### config.mk
export PLATFORM = sky130hd
export DESIGN_NAME = universal_shift_register
export DESIGN_NICKNAME = d
export VERILOG_FILES = /design/src/rtl/universal_shift_register.sv
export SDC_FILE = /design/constraint.sdc
export NUM_CORES = 1
export LEC_CHECK = 0
export CELL_PAD_IN_SITES_DETAIL_PLACEMENT = 1
export CELL_PAD_IN_SITES_GLOBAL_PLACEMENT = 2
export CORE_MARGIN = 4
export CORE_UTILIZATION = 32
export CTS_BUF_LIST = sky130_fd_sc_hd__clkbuf_8
export CTS_CLUSTER_DIAMETER = 80
export DETAILED_ROUTE_END_ITERATION = 12
export PLACE_DENSITY_LB_ADDON = 0.1
export SYNTH_ARGS = -nofsm -noshare
export SYNTH_HDL_FRONTEND = slang
export SYNTH_SLANG_ARGS = --single-unit
### constraint.sdc
create_clock -name Clk -period 3.5 [get_ports Clk]
set_input_delay 0.525 -clock Clk [delete_from_list [all_inputs] [get_ports Clk]]
set_output_delay 0.525 -clock Clk [all_outputs]
set_load 0.01 [all_outputs]
### src/rtl/universal_shift_register.sv
`default_nettype none
// universal_shift_register: WIDTH-bit register with clear/load, six shift/rotate
// modes and an MSB-first serialise burst with busy/done handshake.  Rev 1.0
module universal_shift_register #(
  parameter int unsigned      WIDTH       = 8,
  parameter logic [WIDTH-1:0] RESET_VALUE = '0
) (
  input  logic             Clk,
  input  logic             reset_n,
  input  logic             clear,
  input  logic             load,
  input  logic [WIDTH-1:0] D,
  input  logic             en,
  input  logic [2:0]       mode,
  input  logic             sin_lsb,
  input  logic             sin_msb,
  input  logic             start,
  output logic [WIDTH-1:0] Q,
  output logic             so_msb,
  output logic             so_lsb,
  output logic             busy,
  output logic             done
);

  localparam int unsigned      CNT_W    = $clog2(WIDTH + 1);
  localparam logic [CNT_W-1:0] CNT_LAST = CNT_W'(WIDTH);

  localparam logic [2:0] MODE_HOLD = 3'b000;
  localparam logic [2:0] MODE_SHL  = 3'b001;
  localparam logic [2:0] MODE_SHR  = 3'b010;
  localparam logic [2:0] MODE_ROL  = 3'b011;
  localparam logic [2:0] MODE_ROR  = 3'b100;
  localparam logic [2:0] MODE_ASR  = 3'b101;

  typedef enum logic [0:0] {
    ST_IDLE  = 1'b0,
    ST_SHIFT = 1'b1
  } state_t;

  state_t           state_q, state_d;
  logic [WIDTH-1:0] q_q, q_d;
  logic [CNT_W-1:0] cnt_q, cnt_d;
  logic             busy_q, busy_d;
  logic             done_q, done_d;

  logic [WIDTH-1:0] mode_val;
  logic [WIDTH-1:0] burst_val;
  logic [CNT_W-1:0] cnt_inc;

  assign burst_val = {q_q[WIDTH-2:0], sin_lsb};
  assign cnt_inc   = cnt_q + CNT_W'(1);

  always_comb begin : mode_mux
    mode_val = q_q;
    case (mode)
      MODE_HOLD: mode_val = q_q;
      MODE_SHL:  mode_val = {q_q[WIDTH-2:0], sin_lsb};
      MODE_SHR:  mode_val = {sin_msb, q_q[WIDTH-1:1]};
      MODE_ROL:  mode_val = {q_q[WIDTH-2:0], q_q[WIDTH-1]};
      MODE_ROR:  mode_val = {q_q[0], q_q[WIDTH-1:1]};
      MODE_ASR:  mode_val = {q_q[WIDTH-1], q_q[WIDTH-1:1]};
      default:   mode_val = q_q;
    endcase
  end

  // Clear beats everything in both states; in SHIFT it aborts without a done pulse.
  always_comb begin : next_state
    state_d = state_q;
    q_d     = q_q;
    cnt_d   = cnt_q;
    busy_d  = busy_q;
    done_d  = 1'b0;
    case (state_q)
      ST_IDLE: begin
        if (clear) begin
          q_d = '0;
        end else if (load) begin
          q_d = D;
        end else if (start) begin
          state_d = ST_SHIFT;
          cnt_d   = '0;
          busy_d  = 1'b1;
        end else if (en) begin
          q_d = mode_val;
        end
      end
      ST_SHIFT: begin
        if (clear) begin
          q_d     = '0;
          state_d = ST_IDLE;
          busy_d  = 1'b0;
        end else begin
          q_d   = burst_val;
          cnt_d = cnt_inc;
          if (cnt_inc == CNT_LAST) begin
            state_d = ST_IDLE;
            busy_d  = 1'b0;
            done_d  = 1'b1;
          end
        end
      end
      default: begin
        state_d = ST_IDLE;
        busy_d  = 1'b0;
      end
    endcase
  end

  always_ff @(posedge Clk or negedge reset_n) begin
    if (!reset_n) begin
      state_q <= ST_IDLE;
      q_q     <= RESET_VALUE;
      cnt_q   <= '0;
      busy_q  <= 1'b0;
      done_q  <= 1'b0;
    end else begin
      state_q <= state_d;
      q_q     <= q_d;
      cnt_q   <= cnt_d;
      busy_q  <= busy_d;
      done_q  <= done_d;
    end
  end

  assign Q      = q_q;
  assign so_msb = q_q[WIDTH-1];
  assign so_lsb = q_q[0];
  assign busy   = busy_q;
  assign done   = done_q;

endmodule
`default_nettype wire

==> impl_metrics.py <==
metrics = {
    "outcome": {
        "status": "complete, no violations",
    },
    "power": {
        "leakagePower_nw": 0.5905,
        "power.share.clock_pct": 28.4,
        "p_per_area_nw_per_um2": 356.7,
        "power.share.switching_pct": 33.18,
        "power_switching_mw": 0.1764,
        "share_comb_of_total_power_pct": 29.2,
        "irDropWorstVdd_v": 0.0001201,
        "fin_total_pwr_mw": 0.5316,
        "intPower_mw": 0.3552,
        "power.sequential.fraction_pct": 42.5,
    },
    "synth": {
        "number_of_library_cell_types_mapped_by_synthesis": 38,
        "synth_top_area_share_pct": 32.93,
        "synth.yosys.warnings": 0,
        "postSynthAreaPerCell_um2": 9.660,
        "muxShareOfSynthArea_pct": 3.513,
        "main_combinational_cell_family_by_area_after_synthesis": "compound AO/OA/AOI/OAI gates",
        "total_of_flip_flops_plus_latches_after_synthesis": 15,
        "synth_simple_gate_area_share_pct": 19.87,
        "synth_compound_gate_area_share_pct": 34.91,
        "post-synth-top-area-cell": "sky130_fd_sc_hd__dfrtp_1",
        "post_synth_instance_area_um2": 1140,
        "netlist_instances": 118,
        "synth_seq_area_share_pct": 32.93,
        "synthTopCellsByArea": "sky130_fd_sc_hd__dfrtp_1, sky130_fd_sc_hd__o32ai_2, sky130_fd_sc_hd__a211oi_2",
        "synth-adder-area-share_pct": 1.098,
        "synth_xor_xnor_area_share_pct": 0,
        "syn_nets": 138,
    },
    "place": {
        "finalWeightedCongestion": 0.7828,
        "numPortBuffers": 30,
        "post_dp_cell_area_um2": 1444,
        "dp.cells": 186,
        "pre_cts_slack_ns": 0.9675,
        "dp_hpwl_mm": 2.291,
    },
    "setup_path": {
        "timing.critical_path.required_ns": 3.67,
        "cp.depth": 5,
        "criticalPathCategory": "input pin to flip-flop",
        "regToRegStartpoint": "state_q",
        "endpoint_kind": "flip-flop",
        "worstPathMaxFanout": 13,
        "critical_path_arrival_ns": 2.46,
        "crit_path_cell_trace": "clkdlybuf4s50_1, nor3b_4, or2_1, a211oi_2, o32ai_2",
        "crit_path_top_delay_cell": "sky130_fd_sc_hd__clkdlybuf4s50_1",
        "critical_path.n_buffers_inverters": 1,
        "slowest_delay_ns": 0.79,
        "timing.critical_path.from_type": "input pin",
        "worst_setup_sp": "mode[1]",
        "reg2reg_to": "Q[0]",
        "reg2reg_depth": 4,
        "timing_endpoint_of_the_critical_path": "Q[2]",
        "timing.reg2reg.setup_slack_ns": 1.73,
        "worst_path_dominant_cell_family": "buffers and inverters",
    },
    "cells_and_area": {
        "finish.utilization_pct": 43.96,
        "leading_cell_type_in_the_layout_fill_and_taps_excluded": "sky130_fd_sc_hd__clkdlybuf4s50_1",
        "post_route_cells_drive_above_1_share_pct": 14.58,
        "final_cell_mix": "sky130_fd_sc_hd__clkdlybuf4s50_1, sky130_fd_sc_hd__dfrtp_1, sky130_fd_sc_hd__nor2_1",
        "filler_cell_count": 396,
        "area_growth_pct": 30.74,
        "post_layout_nets": 165,
        "num_antenna_cells": 0,
        "final-instance-count-excl-fill": 190,
        "final_cell_area_um2": 1490,
    },
    "clock_tree": {
        "worst_skew_pair.late_latency_ns": 0.26,
        "post_cts.repair.setup_buffers": 0,
        "clock_tree.htree_level_count": 1,
        "clock_tree.buffer_depth": 2,
        "tritoncts_clock_tree": "yes",
        "hold_buffers": 0,
        "worst_setup_hold_path_clk_slew_ns": 0.07,
        "cts_num_sinks": 15,
        "cts_buffers": 3,
        "post_cts.resized_instances": 0,
        "cts_root_buf": "sky130_fd_sc_hd__clkbuf_8",
    },
    "grt": {
        "antenna_violations_before_repair": 0,
        "grt_first_pass_wirelength_mm": 5.319,
        "first_global_vias": 1031,
        "grt.total_usage_pct": 15.85,
        "pin_count_of_the_biggest_net_entering_global_routing": 20,
        "final_global_route_overflow_total": 0,
    },
    "floorplanning": {
        "dieHeight_um": 67.68,
        "rows": 21,
        "die_width_um": 67.68,
        "die_area_um2": 4581,
        "start_util_pct": 33.63,
        "core_area_um2": 3390,
        "io-pin-count": 31,
    },
    "job": {
        "max-cap-violations": 0,
    },
    "timing": {
        "final_setup_skew_ns": 0.003961,
        "final.setup.worst_slack_ns": 1.205,
        "relSlewSlack_pct": 48.02,
        "setup_total_negative_slack_ns": 0,
        "worst-slew-pin-transition_ns": 0.7773,
        "min_period_over_period_pct": 65.59,
        "finalHoldViolations": 0,
        "timing_max_transition_violations_final": 0,
        "final-setup-viol-count": 0,
        "fin_worst_hold_slack_ns": 0.5591,
        "period_needed_ns": 2.295,
        "achievable-frequency_mhz": 435.6,
        "rsz0062_at_grt": "no",
    },
    "routing": {
        "vias": 1011,
        "avgViaCountPerCell": 5.321,
        "detail_route.drc_violations": 0,
        "detail-route-antenna-nets": 0,
        "drt_pass1_iterations": 4,
        "totalWireLength_mm": 3.290,
        "wl_per_cell_um": 17.32,
        "drt_first_iter_violations": 40,
    },
    "hold_path": {
        "timing.hold.worst_path_depth": 2,
        "min_path_type": "flip-flop to flip-flop",
    },
}
## power groups by stage
stage | logic [mW] | clock network [mW] | registers, mW
finish | 0.155 | 0.151 | 0.226
CTS | 0.158 | 0.157 | 0.226
floorplan | 0.0937 | 0 | 0.222
global placement | 0.153 | 0 | 0.228
detailed placement | 0.156 | 0 | 0.229
global route | 0.171 | 0.166 | 0.230
## worst min-delay path by stage
stage	startpoint	to	slack [ns]
6_report	busy	busy	0.56
3_3_place_gp	cnt_q[1]	cnt_q[1]	0.54
3_5_place_dp	busy	busy	0.55
5_1_grt	busy	busy	0.59
2_1_floorplan	reset_n	Q[0]	0.23
4_1_cts	busy	busy	0.56
## logic make-up after synthesis
group                      count (synthesis)
DFF                                       15
AOI/OAI and AO/OA                         43
buffers and inverters                     16
and+or+nand+nor                           39
adders and majority gates                  1
muxes                                      4
## sequential cells by signal, indices dropped and copies added (netlist names)
name     flops
done         1
cnt_q        4
busy         1
Q            8
state_q      1
## final cells by class
class | count | area [um2] | area share (%)
clock buffer | 3 | 41.29 | 2.771
clock inverter | 1 | 5.005 | 0.3359
sequential | 15 | 375.4 | 25.19
timing repair buffer | 31 | 307.8 | 20.65
multi-input combinational | 87 | 676.9 | 45.42
inverter | 7 | 26.28 | 1.763
tap | 46 | 57.56 | 3.862
## layer usage
layer / share of wire, % / GRT usage, % / vias to the layer above
met5: 0 / 0 / -
met4: 2.4 / 8.101 / 0
met3: 4.4 / 3.328 / 7
met2: 42 / 22.72 / 21
met1: 51 / 22.13 / 483
li1: - / - / 500
## synth_stat cells
master                      number
sky130_fd_sc_hd__buf_2           1
sky130_fd_sc_hd__a21oi_1         3
sky130_fd_sc_hd__mux2i_1         4
sky130_fd_sc_hd__a221oi_1        2
sky130_fd_sc_hd__a21o_1          1
sky130_fd_sc_hd__nor2b_2         1
sky130_fd_sc_hd__a211oi_2        7
sky130_fd_sc_hd__o22ai_1         1
sky130_fd_sc_hd__or2_1           1
sky130_fd_sc_hd__nand3_1         1
sky130_fd_sc_hd__o21a_1          1
sky130_fd_sc_hd__buf_4           3
sky130_fd_sc_hd__o21ai_0         5
sky130_fd_sc_hd__nor3b_1         5
sky130_fd_sc_hd__nor2_1         14
sky130_fd_sc_hd__nor2b_1         2
sky130_fd_sc_hd__or3_1           1
sky130_fd_sc_hd__nand2_1         3
sky130_fd_sc_hd__a21boi_0        1
sky130_fd_sc_hd__ha_1            1
sky130_fd_sc_hd__o211ai_1        1
sky130_fd_sc_hd__nand2b_1        4
sky130_fd_sc_hd__nor3_2          1
sky130_fd_sc_hd__a22o_1          2
sky130_fd_sc_hd__o32ai_2         6
sky130_fd_sc_hd__buf_6           2
sky130_fd_sc_hd__clkbuf_1        3
sky130_fd_sc_hd__inv_1           7
sky130_fd_sc_hd__o2bb2ai_1       1
sky130_fd_sc_hd__nor3_1          3
sky130_fd_sc_hd__dfrtp_1        15
sky130_fd_sc_hd__and3b_1         2
sky130_fd_sc_hd__a211oi_1        2
sky130_fd_sc_hd__nor3b_4         1
sky130_fd_sc_hd__a211o_1         1
sky130_fd_sc_hd__o31a_1          1
sky130_fd_sc_hd__o21bai_1        1
sky130_fd_sc_hd__a22oi_1         7
## tightest hold or removal path, stage by stage (launching register included)
cell,delay (ns)
sky130_fd_sc_hd__dfrtp_1,0.40
sky130_fd_sc_hd__inv_1,0.06
sky130_fd_sc_hd__o22ai_1,0.06
(Power assumes the default switching activity.)
